## config.mk

```make
export PLATFORM = sky130hd
export DESIGN_NAME = cordic_rotate_flat
export DESIGN_NICKNAME = d
export VERILOG_FILES = /design/src/rtl/cordic_rotate_if.sv /design/src/rtl/cordic_rotate.sv /design/src/flat_wrapper.sv
export SDC_FILE = /design/constraint.sdc
export NUM_CORES = 1
export LEC_CHECK = 0
export CAP_MARGIN = 10
export CORE_ASPECT_RATIO = 0.7
export CORE_MARGIN = 10
export CORE_UTILIZATION = 35
export DETAILED_ROUTE_END_ITERATION = 10
export PLACE_DENSITY = 0.56
export SKIP_CTS_REPAIR_TIMING = 1
export SLEW_MARGIN = 20
export SYNTH_ARGS = -nofsm -noshare
export SYNTH_HDL_FRONTEND = slang
export SYNTH_SLANG_ARGS = --single-unit
```

## constraint.sdc

```tcl
create_clock -name clk -period 6.1 [get_ports clk]
set_input_delay 0.61 -clock clk [delete_from_list [all_inputs] [get_ports clk]]
set_output_delay 0.61 -clock clk [all_outputs]
set_load 0.005 [all_outputs]
```

## src/rtl/cordic_rotate_if.sv

```systemverilog
// Start/busy/done operand and result bundle for the rotation-mode CORDIC engine.
interface cordic_rotate_if;
  logic               start;
  logic signed [15:0] x_in;
  logic signed [15:0] y_in;
  logic signed [15:0] theta;
  logic               busy;
  logic               done;
  logic signed [15:0] x_out;
  logic signed [15:0] y_out;

  modport master (
    output start, x_in, y_in, theta,
    input  busy, done, x_out, y_out
  );

  modport slave (
    input  start, x_in, y_in, theta,
    output busy, done, x_out, y_out
  );
endinterface

```

## src/rtl/cordic_rotate.sv

```systemverilog
// Iterative rotation-mode CORDIC, one micro-rotation per cycle; latency ITER+2 (ITER+3 with gain comp).
// CORDIC_GAIN_COMP_EN adds a COMP state scaling the result by K=0.60725; start is ignored while busy.
module cordic_rotate #(
  parameter int ITER  = 14,
  parameter int GUARD = 2
) (
  input  logic           clk,
  input  logic           rst,
  cordic_rotate_if.slave bus
);
  localparam int W = 16 + GUARD;
  localparam logic signed [W-1:0] MAXV     = W'(32'sd32767);
  localparam logic signed [W-1:0] MINV     = W'(-32'sd32768);
  localparam logic signed [16:0]  HALF_PI  = 17'sh03244;
  localparam logic signed [16:0]  NHALF_PI = -17'sh03244;

  typedef enum logic [2:0] {S_IDLE, S_PRE, S_ITER, S_COMP, S_DONE} state_t;

  state_t             state, state_nxt;
  logic signed [W-1:0] x_r, y_r;
  logic signed [16:0]  z_r;
  logic [3:0]          i_r;
  logic                busy_r, done_r;
  logic signed [15:0]  x_out_r, y_out_r;
  logic                accept;

  function automatic logic signed [16:0] atan_rom(input logic [3:0] idx);
    case (idx)
      4'd0:    atan_rom = 17'sh01922;
      4'd1:    atan_rom = 17'sh00ED6;
      4'd2:    atan_rom = 17'sh007D7;
      4'd3:    atan_rom = 17'sh003FB;
      4'd4:    atan_rom = 17'sh001FF;
      4'd5:    atan_rom = 17'sh00100;
      4'd6:    atan_rom = 17'sh00080;
      4'd7:    atan_rom = 17'sh00040;
      4'd8:    atan_rom = 17'sh00020;
      4'd9:    atan_rom = 17'sh00010;
      4'd10:   atan_rom = 17'sh00008;
      4'd11:   atan_rom = 17'sh00004;
      4'd12:   atan_rom = 17'sh00002;
      default: atan_rom = 17'sh00001;
    endcase
  endfunction

  function automatic logic signed [15:0] sat16(input logic signed [W-1:0] v);
    if (v > MAXV)      sat16 = 16'sh7FFF;
    else if (v < MINV) sat16 = 16'sh8000;
    else               sat16 = v[15:0];
  endfunction

`ifdef CORDIC_GAIN_COMP_EN
  localparam logic signed [14:0] K_GAIN = 15'sh136F;
  logic signed [W+14:0] prod_x, prod_y;
  assign prod_x = x_r * K_GAIN;
  assign prod_y = y_r * K_GAIN;
`endif

  // busy stays high through the done cycle, so a start coinciding with done is dropped
  assign accept = bus.start && !busy_r;

  always_comb begin
    state_nxt = state;
    case (state)
      S_IDLE: if (accept) state_nxt = S_PRE;
      S_PRE:  state_nxt = S_ITER;
      S_ITER: begin
        if (i_r == 4'(ITER - 1)) begin
`ifdef CORDIC_GAIN_COMP_EN
          state_nxt = S_COMP;
`else
          state_nxt = S_DONE;
`endif
        end
      end
      S_COMP: state_nxt = S_DONE;
      S_DONE: state_nxt = S_IDLE;
      default: state_nxt = S_IDLE;
    endcase
  end

  always_ff @(posedge clk) begin
    if (rst) begin
      state   <= S_IDLE;
      busy_r  <= 1'b0;
      done_r  <= 1'b0;
      x_out_r <= '0;
      y_out_r <= '0;
      x_r     <= '0;
      y_r     <= '0;
      z_r     <= '0;
      i_r     <= '0;
    end else begin
      state <= state_nxt;
      case (state)
        S_IDLE: begin
          done_r <= 1'b0;
          busy_r <= accept;
          if (accept) begin
            x_r <= W'(bus.x_in);
            y_r <= W'(bus.y_in);
            z_r <= 17'(bus.theta);
          end
        end
        S_PRE: begin
          // fold into +-pi/2 so the iterations' convergence range covers it
          i_r <= '0;
          if (z_r > HALF_PI) begin
            x_r <= -y_r;
            y_r <= x_r;
            z_r <= z_r - HALF_PI;
          end else if (z_r < NHALF_PI) begin
            x_r <= y_r;
            y_r <= -x_r;
            z_r <= z_r + HALF_PI;
          end
        end
        S_ITER: begin
          i_r <= i_r + 4'd1;
          if (!z_r[16]) begin
            x_r <= x_r - (y_r >>> i_r);
            y_r <= y_r + (x_r >>> i_r);
            z_r <= z_r - atan_rom(i_r);
          end else begin
            x_r <= x_r + (y_r >>> i_r);
            y_r <= y_r - (x_r >>> i_r);
            z_r <= z_r + atan_rom(i_r);
          end
        end
        S_COMP: begin
`ifdef CORDIC_GAIN_COMP_EN
          x_r <= prod_x[W+12:13];
          y_r <= prod_y[W+12:13];
`endif
        end
        S_DONE: begin
          x_out_r <= sat16(x_r);
          y_out_r <= sat16(y_r);
          done_r  <= 1'b1;
        end
        default: ;
      endcase
    end
  end

  assign bus.busy  = busy_r;
  assign bus.done  = done_r;
  assign bus.x_out = x_out_r;
  assign bus.y_out = y_out_r;
endmodule

```

## src/flat_wrapper.sv

```systemverilog
// flat-port wrapper written by rule: the top's interface ports become plain ports
module cordic_rotate_flat 
#(
  parameter int ITER  = 14,
  parameter int GUARD = 2
)
  (clk, rst, bus_start, bus_x_in, bus_y_in, bus_theta, bus_busy, bus_done, bus_x_out, bus_y_out);
  cordic_rotate_if bus_i ();
  input  logic clk;
  input  logic rst;
  input wire logic [$bits(bus_i.start)-1:0] bus_start;
  input wire logic [$bits(bus_i.x_in)-1:0] bus_x_in;
  input wire logic [$bits(bus_i.y_in)-1:0] bus_y_in;
  input wire logic [$bits(bus_i.theta)-1:0] bus_theta;
  output wire logic [$bits(bus_i.busy)-1:0] bus_busy;
  output wire logic [$bits(bus_i.done)-1:0] bus_done;
  output wire logic [$bits(bus_i.x_out)-1:0] bus_x_out;
  output wire logic [$bits(bus_i.y_out)-1:0] bus_y_out;
  assign bus_i.start = bus_start;
  assign bus_i.x_in = bus_x_in;
  assign bus_i.y_in = bus_y_in;
  assign bus_i.theta = bus_theta;
  assign bus_busy = bus_i.busy;
  assign bus_done = bus_i.done;
  assign bus_x_out = bus_i.x_out;
  assign bus_y_out = bus_i.y_out;
  cordic_rotate #(.ITER(ITER), .GUARD(GUARD)) u_core (.clk(clk), .rst(rst), .bus(bus_i));
endmodule
```

---- Word-level counts from Yosys, hierarchy flattened ----
Memory sizes are Yosys's and may differ from the RTL's. A register that Yosys moved wholly into a read port is not among the register bits.
Index checks and enable logic that the tools add are counted.
storage, ports and cells
  register bits after elaboration ......... 94
  latch bits .............................. 0
  memory bits (writable) .................. 0
  ROM bits ................................ 416
  input port bits ......................... 51
  memories ................................ 2
memories
  name             depth  bits a word  read ports  clocked after memory_dff  wr ports  RTL line             text
  (no name shown)  16     13           1           1                         0         cordic_rotate.sv:28  case (idx)
  (no name shown)  16     13           1           1                         0         cordic_rotate.sv:28
operators by class
  add/sub/neg operators ................... 11
  $mul .................................... 0
  div/mod/pow operators ................... 0
  magnitude comparators ................... 6
  equal/unequal tests ..................... 8
  shifts and indexed selects .............. 2
  muxes and demuxes ....................... 34
  bitwise gates (word level) .............. 0
  reductions and logical operators ........ 8
operators by type and width
  operator                                                          number
  2-to-1 mux 17 bit                                                 10
  2-to-1 mux 18 bit                                                 8
  one-hot mux 18 bit (3 select lines)                               2
  2-to-1 mux 16 bit                                                 4
  one-hot mux 17 bit (3 select lines)                               1
  adder 18 bit                                                      2
  greater-than comparator 18 x 16 -> 1 bit (second input constant)  2
  less-than comparator 18 x 16 -> 1 bit (second input constant)     2
  negation 18 bit                                                   2
  >>> shifter 18 x 4 -> 18 bit                                      2
  subtractor 18 bit                                                 2
  adder 17 x 15 -> 17 bit (second input constant)                   1
  adder 17 bit                                                      1
  greater-than comparator 17 x 15 -> 1 bit (second input constant)  1
  less-than comparator 17 x 15 -> 1 bit (second input constant)     1
  subtractor 17 x 15 -> 17 bit (second input constant)              1
  subtractor 17 bit                                                 1
  2-to-1 mux 4 bit                                                  4
  one-hot mux 3 bit (4 select lines)                                1
  one-hot mux 4 bit (2 select lines)                                1
  == test 3 x 2 -> 1 bit (second input constant)                    2
  2-to-1 mux 3 bit                                                  2
  adder 4 x 1 -> 4 bit (second input constant)                      1
  == test 4 bit (second input constant)                             1
  12 further kinds                                                  14

---- Depth between registers and ports, before layout ----
  depth in word-level cells ............... 6
  mapped depth ............................ 23
  gate-level depth less buffers ........... 20

---- Worst setup path after synthesis ----
No wires, ideal clock.
  path type ............................... flip-flop to flip-flop
  start point ............................. reg u_core.i_r[2]
  end point ............................... reg u_core.y_r[14]
  arrival ................................. 4.840 ns
  required time ........................... 5.962 ns
  setup slack ............................. 1.122 ns
  cell stages (with the launch flop) ...... 21
  buffers on the path ..................... 5
  clock period less this slack ............ 4.978 ns
  path through ............................ dfxtp_1 > clkbuf_1 > clkbuf_1 > clkbuf_1 > clkbuf_1 > buf_1 > nand2_1 > o21a_1 > ha_1 > nand2_1 > o21a_1 > fa_1 > a21o_1 > a21o_1 > a2111oi_0 > nor3b_1 > a221oi_1 > o21ai_0 > xor2_1 > a222oi_1 > a211oi_1
on the way
  cells in the longest elaborated chain, start to end .. 4
  elaborated cells on any way between the ends .. 5
RTL lines
  element                                                   RTL line                                    text
  from (decl)                                               cordic_rotate.sv:22                         logic [3:0] i_r;
  from (signal assigned)                                    cordic_rotate.sv:119                        i_r <= i_r + 4'd1;
  >>> shifter 18 x 4 -> 18 bit (*)                          cordic_rotate.sv:122, cordic_rotate.sv:126
  adder 18 bit / subtractor 18 bit (equally long branches)  cordic_rotate.sv:122, cordic_rotate.sv:126
  2-to-1 mux 18 bit (*)                                     cordic_rotate.sv:120                        if (!z_r[16]) begin
  one-hot mux 18 bit (3 select lines) (*)                   cordic_rotate.sv:95                         case (state)
  to (signal assigned)                                      cordic_rotate.sv:101                        y_r <= W'(bus.y_in);
  to (signal assigned)                                      cordic_rotate.sv:122                        y_r <= y_r + (x_r >>> i_r);
  to (signal assigned)                                      cordic_rotate.sv:126                        y_r <= y_r - (x_r >>> i_r);
  to (decl)                                                 cordic_rotate.sv:20                         logic signed [W-1:0] x_r, y_r;
Mark *: on every way between the ends. The rest lies on a longest branch, timed or not.
A chain may end at the register's enable or synchronous reset.

---- Final worst setup path ----
  start point ............................. reg u_core.i_r[0]
  end point ............................... reg u_core.y_r[14]
Same word-level chain as after synthesis.

==> reports/metrics.yaml <==
status: "finished, final reports clean"
synth_warnings: 0
drive_gt1_share_pct: 7.91
grt_pass1_vias: 9975
cts_max_level: 3
placed_cells: 1824
critPathArrivalTime_ns: 5.71
slew_headroom_pct: 21.2
cp_data_required_time_ns: 6.33
die_y_um: 167
dp_slack_ns: 0.765
grt_overflow: 0
start_util_pct: 35.8
vias: 11100
cts.sinks: 107
dp_hpwl_um: 31100
clockBufferDepth: 2
layout.nets: 1542
crit_type: "reg -> reg"
fmax_ghz: 0.183
max_cap_viol_count: 0
setup_slack_ns: 0.626
finalNonFillerCells: 1840
grt_max_degree: 72
die_area_mm2: 0.0384
synth_area_mm2: 0.0108
setup_viol: 0
firstDrtPassIters: 7
syn_avg_cell_area_um2: 7.66
crit_fanout: 32
power_mw: 4.46
powerDensity_mw_per_mm2: 364
row_count: 53
synth_nets: 1527
detail_route.vias_per_cell: 6.03
worstHoldStart: "u_core.bus.x_out[12]"
routed_wl_um: 42400
worstSkewPairLatency_ns: 0.38
drc: 0
routabilityCongestion: 0.973
rsz0062_at_grt: "false"
final_common_cell: "nor2_1"
synthCells: 1408
ant_nets: 0
insertedDiodeCount: 0
holdWs_ns: 0.453
synth_flop_cell: "dfxtp_1"
areaGrowthSynthToFinish_pct: 13.6
cts_tree: "done"
tns_ns: 0
fin_area_mm2: 0.0123
io_buffers: 84
rr_startpoint: "u_core.i_r[0]"
drtIter0Drc: 1604
worst-slew-pin-transition_ns: 1.18
numCtsBuffers: 9
hp-class: "reg -> reg"
grt_pass1_wl_um: 63500
finalHoldViolCount: 0
startpoint_type: "register"
fin_worst_skew_ns: 0.0186
ys_seq_elements: 107
wl_per_cell_um: 23.0
p_leak_nw: 4.66
cts-root-buf: "clkbuf_16"
period_needed_ns: 5.47
fin_crit_sh_pct: 89.7
fin_util_pct: 40.6
synth_edf_count: 0
cp-startpoint: "u_core.i_r[0]"
drv_slew: 0
core_area_mm2: 0.0302
seq_area_frac_synth_pct: 19.9
antenna_found_initial: 0
placed_area_mm2: 0.0119
gr-usage-all-layers_pct: 21.2
yosys.cell_types.count: 85
vdd_drop_max_uv: 187
io_pins: 85
final_cell_mix: "156 x nor2_1, 134 x a21oi_1, 128 x nand2_1"
endpoint_kind: "register"
clkTransAtPathRegs_ns: 0.09
async_flop_share_pct: 0
die_w_um: 230
[layout make-up]
class,count,area [µm²]
clock buffer,9,225
clock inverter,7,95.1
fill,3085,17900
inverter,49,184
multi-input combinational,1138,8000
sequential,107,2150
tap,412,515
timing repair buffer,118,1090
[layer usage]
metal	up-vias	part of all wire [%]	global-route usage [%]
met4	0	2.0	5.53
met3	50	11	5.69
met5	-	0	0
li1	5215	-	-
met2	567	39	28.4
met1	5263	48	31.9
[critical path, stage by stage, from the launching register on]
cell       delay [ns]
dfxtp_2          0.76
mux4_1           0.69
nand2_1          0.09
o311ai_0         0.20
o31ai_1          0.44
and3_1           0.37
nor2_1           0.09
xnor2_1          0.16
ha_1             0.20
or2_2            0.32
a2111oi_0        0.51
nor3b_1          0.19
a221oi_1         0.42
o21ai_0          0.24
xor2_1           0.19
a222oi_1         0.32
a211oi_1         0.12
[synthesized netlist by cell type, types with 6 or more instances]
library cell | count | area share, %
nor4_1 | 8 | 0.46
o211ai_1 | 6 | 0.42
o21bai_1 | 8 | 0.56
a21o_1 | 22 | 1.5
o22ai_1 | 11 | 0.64
mux2_2 | 9 | 0.94
o21ai_0 | 78 | 3.6
mux4_2 | 24 | 5.0
o21a_1 | 12 | 0.84
a222oi_1 | 25 | 2.3
ha_1 | 65 | 7.5
clkbuf_1 | 86 | 3.0
nor2b_1 | 9 | 0.52
or2_2 | 8 | 0.46
mux2i_1 | 19 | 1.8
buf_2 | 8 | 0.37
nor3_1 | 35 | 1.6
a211oi_1 | 44 | 3.1
and3_1 | 6 | 0.35
a21boi_0 | 8 | 0.56
o31ai_1 | 13 | 0.90
nor2_1 | 156 | 5.4
a21oi_1 | 134 | 6.2
a31oi_1 | 24 | 1.4
nand4_1 | 6 | 0.35
xnor2_1 | 72 | 5.8
nand3_1 | 26 | 1.2
xor2_1 | 55 | 4.5
nand2b_1 | 12 | 0.70
inv_1 | 47 | 1.6
a221oi_1 | 16 | 1.3
buf_1 | 13 | 0.45
dfxtp_1 | 107 | 20
a22oi_1 | 8 | 0.56
nand2_1 | 129 | 4.5
[power by group]
group	total, mW	internal (mW)	leakage (nW)	switching [mW]
Sequential	0.994	0.775	0.878	0.220
Clock	0.676	0.336	0.158	0.340
Combinational	2.79	1.13	3.63	1.65
[kinds of logic after synthesis]
group,after synthesis,share of synthesized area [%]
buf+inv,163,6.45
flops,107,19.9
simple gates,427,18.2
mux,58,8.95
fa+ha+maj,68,8.10
compound gates,458,28.2
xor+xnor,127,10.3
[worst paths after layout]
check / to / slack, ns / depth (start not counted)
max reg2reg: u_core.y_r[14] / 0.63 / 16
min: u_core.bus.x_out[12] / 0.45 / 2
min reg2reg: u_core.bus.x_out[12] / 0.45 / 2
max: u_core.y_r[14] / 0.63 / 16
No activity file was read; power rests on OpenSTA's default activity.
